==> src/rtl/rv_pkg.sv <==
// Shared decode-stage definitions for the load/store-multiple sequencer.
// Holds the opcodes, sequencer state encoding and register-index widths.
package rv_pkg;

    localparam int REG_IDX_W = 3;
    localparam int MASK_W    = 8;

    localparam logic [3:0] OP_LM = 4'b0110;
    localparam logic [3:0] OP_SM = 4'b0111;

    typedef enum logic {
        IDLE  = 1'b0,
        ISSUE = 1'b1
    } seq_state_t;

endpackage

==> src/rtl/lm_sm_sequencer_lsb_priority_encoder.sv <==
// Lowest-set-bit finder for the 8-bit register mask: index, one-hot of that bit
// (used to clear it) and a flag for "exactly one bit set".
import rv_pkg::*;

module lsb_priority_encoder (
    input  logic [MASK_W-1:0]    mask,
    output logic [REG_IDX_W-1:0] index,
    output logic [MASK_W-1:0]    onehot,
    output logic                 single
);

    // below[i] is set when any bit under position i is set
    logic [MASK_W:0] below;

    assign below[0] = 1'b0;

    generate
        for (genvar gi = 0; gi < MASK_W; gi++) begin : g_scan
            assign below[gi+1] = below[gi] | mask[gi];
            assign onehot[gi]  = mask[gi] & ~below[gi];
        end
    endgenerate

    always_comb begin
        index = '0;
        for (int i = 0; i < MASK_W; i++) begin
            if (onehot[i]) begin
                index = index | REG_IDX_W'(i);
            end
        end
    end

    assign single = (mask != '0) && ((mask & ~onehot) == '0);

endmodule

==> src/rtl/lm_sm_sequencer.sv <==
// Decode-stage sequencer that expands LM/SM into one load/store micro-op per
// set mask bit (R0 first), freezing decode until the final micro-op issues.
import rv_pkg::*;

module lm_sm_sequencer #(
    parameter int DATA_W = 16
) (
    input  logic                 clk,
    input  logic                 rst,
    input  logic                 valid_in,
    input  logic [3:0]           op_in,
    input  logic [MASK_W-1:0]    imm8_in,
    input  logic [REG_IDX_W-1:0] base_in,
    input  logic                 stall_in,
    input  logic                 flush_in,
    output logic                 hold_decode,
    output logic                 uop_valid,
    output logic                 uop_is_load,
    output logic [REG_IDX_W-1:0] uop_reg,
    output logic [REG_IDX_W-1:0] uop_base,
    output logic [DATA_W-1:0]    uop_offset,
    output logic                 uop_last
);

    seq_state_t           state_q, state_next;
    logic [MASK_W-1:0]    mask_q, mask_next;
    logic                 is_load_q, is_load_next;
    logic [REG_IDX_W-1:0] base_q, base_next;
    logic [REG_IDX_W-1:0] cnt_q, cnt_next;

    logic [REG_IDX_W-1:0] low_idx;
    logic [MASK_W-1:0]    low_onehot;
    logic                 low_single;
    logic                 accept;
    logic                 live;

    lsb_priority_encoder u_pe (
        .mask   (mask_q),
        .index  (low_idx),
        .onehot (low_onehot),
        .single (low_single)
    );

    // An empty mask is never accepted, so it falls through decode as a no-op
    assign accept = valid_in & ~flush_in
                  & ((op_in == OP_LM) | (op_in == OP_SM))
                  & (imm8_in != '0);

    always_comb begin
        state_next   = state_q;
        mask_next    = mask_q;
        is_load_next = is_load_q;
        base_next    = base_q;
        cnt_next     = cnt_q;

        case (state_q)
            IDLE: begin
                if (accept) begin
                    state_next   = ISSUE;
                    mask_next    = imm8_in;
                    is_load_next = (op_in == OP_LM);
                    base_next    = base_in;
                    cnt_next     = '0;
                end
            end
            ISSUE: begin
                if (!stall_in) begin
                    mask_next = mask_q & ~low_onehot;
                    cnt_next  = cnt_q + 1'b1;
                    if (low_single) begin
                        state_next = IDLE;
                        mask_next  = '0;
                        cnt_next   = '0;
                    end
                end
            end
            default: begin
                state_next = IDLE;
            end
        endcase

        // Flush overrides both accept and stall
        if (flush_in) begin
            state_next = IDLE;
            mask_next  = '0;
            cnt_next   = '0;
        end
    end

    always_comb begin
        live        = (state_q == ISSUE) & ~rst;
        uop_valid   = live & ~flush_in;
        uop_is_load = live & is_load_q;
        uop_reg     = live ? low_idx : '0;
        uop_base    = live ? base_q : '0;
        uop_offset  = live ? DATA_W'(cnt_q) : '0;
        uop_last    = live & low_single;

        hold_decode = 1'b0;
        if (!rst && !flush_in) begin
            if (state_q == IDLE) begin
                hold_decode = accept;
            end else begin
                // Release one cycle early so the next instruction arrives without a bubble
                hold_decode = ~(low_single & ~stall_in);
            end
        end
    end

    always_ff @(posedge clk) begin
        if (rst) begin
            state_q   <= IDLE;
            mask_q    <= '0;
            is_load_q <= 1'b0;
            base_q    <= '0;
            cnt_q     <= '0;
        end else begin
            state_q   <= state_next;
            mask_q    <= mask_next;
            is_load_q <= is_load_next;
            base_q    <= base_next;
            cnt_q     <= cnt_next;
        end
    end

endmodule

==> config.mk <==
export PLATFORM = sky130hd
export DESIGN_NAME = lm_sm_sequencer
export DESIGN_NICKNAME = d
export VERILOG_FILES = /design/src/rtl/rv_pkg.sv /design/src/rtl/lm_sm_sequencer_lsb_priority_encoder.sv /design/src/rtl/lm_sm_sequencer.sv
export SDC_FILE = /design/constraint.sdc
export NUM_CORES = 1
export LEC_CHECK = 0
export CAP_MARGIN = 10
export CORE_MARGIN = 3
export CORE_UTILIZATION = 47
export DETAILED_ROUTE_END_ITERATION = 7
export PLACE_DENSITY = 0.91
export SLEW_MARGIN = 20
export SYNTH_ARGS = -nofsm -noshare
export SYNTH_HDL_FRONTEND = slang
export SYNTH_HIERARCHICAL = 1
export SYNTH_SLANG_ARGS = --single-unit
==> constraint.sdc <==
create_clock -name clk -period 5.1 [get_ports clk]
set_input_delay 0.765 -clock clk [delete_from_list [all_inputs] [get_ports clk]]
set_output_delay 0.765 -clock clk [all_outputs]
set_load 0.01 [all_outputs]
* Word level (Yosys, flattened, before mapping)
Index checks and enable logic that the tools add are counted. W data, S select, Z words.
Storage, ports and cells: register bits after elaboration 16, input port bits 20, logic and storage cells 80
Cells by class: $add $sub $neg 1, eq/ne operators 4, muxes and demuxes 24, bitwise gates (word level) 36, reductions and logical operators 10
Operators by type and width (number):
- $mux W3 | 10
- $mux W8 | 3
- $pmux W8 S2 | 1
- $reduce_bool A8 Y1 | 2
- $and A1 B1 Y1 | 15
- $not A1 Y1 | 12
- $and A8 B8 Y8 | 1
- $eq A4 B3 Y1 const B | 2
- $logic_not A8 Y1 | 1
- $not A8 Y8 | 1
- $or A1 B1 Y1 | 7
- $mux W1 | 6
- $pmux W3 S2 | 1
- $mux W2 | 2
- $ne A2 B2 Y1 const B | 2
- $reduce_and A2 Y1 | 2
- $add A3 B1 Y3 const B | 1
- $logic_and A1 B1 Y1 | 2
- $logic_not A1 Y1 | 2
- $pmux W1 S2 | 1
- $reduce_or A2 Y1 | 1

* Depth between registers and ports, before layout
depth in word-level cells 16, gate-level depth with buffers 9, depth with buffers taken out 8

* By module
Netlist, hierarchy kept.
Modules (own cells, without submodules):
- lm_sm_sequencer | times used 1, cells each 118, area an instance 977.2 um2, seq. area each 320.3 um2
- lsb_priority_encoder | times used 1, cells each 34, area an instance 235.2 um2, seq. area each 0.0 um2

* Worst setup path before layout
Ideal clock, no wire load.
path kind input to output, start input port flush_in, end output port hold_decode, data arrival time 1.913 ns, required time 4.335 ns, slack 2.422 ns, stages 4, path through or4b_4 a211o_1 buf_6 a21oi_1
On the way: word-level cells in the longest chain between the ends 6, elaborated cells on any way between the ends 8, classes of those cells 2 x mux; 4 x bitwise; 2 x reduce/logical
RTL lines:
- from (decl) | line lm_sm_sequencer.sv:15 | input logic flush_in,
- $not A1 Y1 | line lm_sm_sequencer.sv:45 | assign accept = valid_in & ~flush_in
- $and A1 B1 Y1 | line lm_sm_sequencer.sv:45
- $and A1 B1 Y1 | line lm_sm_sequencer.sv:46 | & ((op_in == OP_LM) | (op_in == OP_SM))
- $and A1 B1 Y1 | line lm_sm_sequencer.sv:47 | & (imm8_in != '0);
- $mux W1 | line lm_sm_sequencer.sv:101 | if (state_q == IDLE) begin
- $mux W1 (*) | line lm_sm_sequencer.sv:100 | if (!rst && !flush_in) begin
- to (decl) | line lm_sm_sequencer.sv:16 | output logic hold_decode,
Every way passes the cells marked *; elsewhere a longest branch is shown, timed or not.

* Final worst setup path
start register mask_q[1], end output port hold_decode
On the way: word-level cells in the longest chain between the ends 16, elaborated cells on any way between the ends 28, classes of those cells 2 x mux; 23 x bitwise; 3 x reduce/logical
RTL lines:
- from (decl) | line lm_sm_sequencer.sv:26 | logic [MASK_W-1:0] mask_q, mask_next;
- from (signal assigned) | line lm_sm_sequencer.sv:119 | mask_q <= mask_next;
- $or A1 B1 Y1 (6 in series) | line lm_sm_sequencer_lsb_priority_encoder.sv:19 | assign below[gi+1] = below[gi] | mask[gi];
- $not A1 Y1 | line lm_sm_sequencer_lsb_priority_encoder.sv:20 | assign onehot[gi] = mask[gi] & ~below[gi];
- $and A1 B1 Y1 | line lm_sm_sequencer_lsb_priority_encoder.sv:20
- $not A8 Y8 | line lm_sm_sequencer_lsb_priority_encoder.sv:33 | assign single = (mask != '0) && ((mask & ~onehot) == '0);
- $and A8 B8 Y8 | line lm_sm_sequencer_lsb_priority_encoder.sv:33
- $logic_not A8 Y1 | line lm_sm_sequencer_lsb_priority_encoder.sv:33
- $logic_and A1 B1 Y1 (*) | line lm_sm_sequencer_lsb_priority_encoder.sv:33
- named net low_single | line lm_sm_sequencer.sv:33 | logic low_single;
- $and A1 B1 Y1 (*) | line lm_sm_sequencer.sv:105 | hold_decode = ~(low_single & ~stall_in);
- $not A1 Y1 (*) | line lm_sm_sequencer.sv:105
- $mux W1 (*) | line lm_sm_sequencer.sv:101
- $mux W1 (*) | line lm_sm_sequencer.sv:100
Mark *: on every way through the listed nets, which the timed path passes. The rest lies on a longest branch.

==> reports/qor.yml <==
outcome:
  outcome: "completed"
global_route:
  antenna_found_initial: 0
  use_met1: 0.209
  busiest_layer: "met2"
  gr-total-overflow: 0
  first_global_vias: 1194
  grt_pass1_wl_um: 5310
  use_met3: 0.0483
  grt_util_all_layers: 0.203
  grt_use_met2: 0.381
  grt_max_degree: 20
critical_path:
  cpPeakStageDelay_ns: 0.62
  cp_cell_sequence: "or4_4, nor4_4, nand2_1, a2bb2oi_2, inv_1, o21ai_0, a21oi_1, clkdlybuf4s50_1"
  cp-start-kind: "flip-flop"
  cp-end-kind: "output port"
  crit_arrival_ns: 2.81
  path_buf_inv: 2
  cpLargestDelayFamily: "simple AND/OR/NAND/NOR gates"
  crit_slowest_cell: "or4_4"
  worstSetupPathType: "reg2out"
  path_max_fanout: 11
  crit_required_ns: 4.34
layout:
  antennaDiodeCount: 0
  nets: 201
  syn_to_final_growth_pct: 23.2
  drive_gt1_frac: 0.0894
sta:
  skew_ns: 0.00239
  relSlewSlack: 0.436
  finalCritPeriodShare: 0.700
  rsz0062_at_grt: "false"
  setup_viol: 0
  hold_violations: 0
  setup_tns_ns: 0
  final.min_clock_period_ns: 3.57
  fmax_ghz: 0.280
  slew_violations: 0
  max_slew.worst_pin.slew_ns: 0.838
  worst_slack_ns: 1.53
logic_synthesis:
  syn-instance-count: 152
  synth_cell_types: 39
  async_flop_share: 0
  yosysSeqAreaShare: 0.264
  synth_warnings: 6
  synth-edff-count: 0
  ys.flop_type: "dfxtp_1"
  synth_area_per_cell_um2: 7.98
  syn_area_um2: 1210
  yosys_register_bits: 16
pwr:
  total_power_mw: 0.250
  peakVddDrop_mv: 0.122
  power_per_cell_area_nw_per_um2: 168
  p_leak_nw: 0.518
placed_design:
  globalplace.congestion: 0.848
  place_ws_ns: 1.61
  dpl.hpwl_um: 2430
  portBuffers: 32
routing:
  routed_via_density: 5.97
  routedWlPerCell_um: 15.9
  initialDrtViolationCount: 58
  dr.pass1.iters: 4
  wl_um: 3290
  post-route-drc-count: 0
  vias: 1236
  ant_nets: 0
floorplan:
  dieArea_um2: 3230
  die_h_um: 56.8
  fp.dieW_um: 56.8
  rows: 17
  ioPinCount: 46
  start_util: 0.523
  core_um2: 2320
clocking:
  cts_tree: "built"
  cts_root_buf: "clkbuf_4"
  cts_resized: 0
  numClockSinks: 16
  cts_buffers: 3
  htreeDepth: 1
  path_clk_slew_ns: 0.11
  post-cts-setup-buffers: 0
  cts_hold_buf: 0
  clk-insertion-delay-late_ns: 0.29
  clk_path_buf_depth: 2
hold_path:
  hold_path_class: "reg2reg"
job:
  cap_violations: 0
[state kept, by name (all words and copies together) (netlist names)]
signal and cells:
is_load_q 1, cnt_q 3, base_q 3, state_q 1
mask_q 8
[path summary, 6_finish.rpt]
kind / start / to / slack, ns / depth (start not counted)
hold / removal: base_q[1] / base_q[1] / 0.46 / 2
hold reg to reg: base_q[1] / base_q[1] / 0.46 / 2
setup reg to reg: mask_q[1] / mask_q[5] / 2.63 / 8
setup / recovery: mask_q[1] / hold_decode / 1.53 / 8
[cell usage in the layout, fill, tap and decap left out, types with 2 or more instances in the layout]
cell type,instances
clkbuf_4,3
nor4_1,3
nand2_1,10
nor2_1,16
inv_1,3
nand3_1,8
or2b_1,2
and2_1,11
clkdlybuf4s50_1,32
a211oi_1,7
nand3b_1,4
nor3_1,4
a21oi_1,11
a221oi_2,4
dfxtp_1,16
o21ai_0,6
a31oi_1,5
conb_1,13
[where the power goes]
group / leakage, nW / switching [mW] / internal (mW) / total [mW]
sequential: 0.129 / 0.00133 / 0.126 / 0.127
combinational: 0.368 / 0.0176 / 0.0180 / 0.0356
clock: 0.0210 / 0.0442 / 0.0434 / 0.0876
total: 0.518 / 0.0631 / 0.187 / 0.250
[per-layer routing]
| layer | vias to the layer above | routed length [um] |
|---|---|---|
| li1 | 586 | - |
| met1 | 577 | 1210 |
| met2 | 65 | 1720 |
| met3 | 8 | 283 |
| met4 | 0 | 69 |
| met5 | - | 0 |
[final cells by class]
type / count / area [um^2]
well taps: 28 / 35.0
fillers: 201 / 825
inverters: 3 / 11.3
clock buffers: 4 / 36.3
multi-input cells: 123 / 763
flip-flops and latches: 16 / 320
repair buffers: 33 / 328
[worst min-delay path, delay by kind of cell (launching register included)]
kind,cells,cell delay (ns)
flops,1,0.32
compound gates,1,0.05
simple gates,1,0.05
[logic make-up (layout without fill, tap and decap cells)]
| family | after synthesis | in the layout | share of synthesized area |
|---|---|---|---|
| DFF | 16 | 16 | 0.264 |
| adders and majority gates | 1 | 1 | 0.0103 |
| buffers and inverters | 25 | 40 | 0.143 |
| other | 1 | 13 | 0.00309 |
| and+or+nand+nor | 69 | 69 | 0.328 |
| AOI/OAI and AO/OA | 40 | 40 | 0.251 |
[synth_stat cells, types with 2 or more instances]
master / count / area (um^2)
nand2_1: 10 / 37.5
buf_6: 3 / 33.8
buf_4: 15 / 113
nand3b_1: 4 / 30.0
inv_1: 3 / 11.3
nor3_1: 4 / 20.0
nor2_1: 16 / 60.1
clkbuf_1: 3 / 11.3
a31oi_1: 5 / 31.3
o21ai_0: 6 / 30.0
a221oi_2: 4 / 60.1
dfxtp_1: 16 / 320
and2_1: 11 / 68.8
or2b_1: 2 / 15.0
nor4_1: 3 / 18.8
a21oi_1: 11 / 55.1
nand3_1: 8 / 40.0
a211oi_1: 7 / 52.6
[per-stage QoR]
stage / hold WS [ns] / instances / utilization / instance area [um^2]
2_1_floorplan: 0.426 / 164 / - / 1260
3_3_place_gp: 0.440 / 203 / 0.629 / 1460
3_5_place_dp: 0.445 / 203 / 0.629 / 1460
4_1_cts: 0.459 / 207 / 0.644 / 1490
5_1_grt: 0.476 / 207 / 0.644 / 1490
6_report: 0.457 / 207 / 0.644 / 1490
Note: power is estimated with default switching activity, not from simulation.
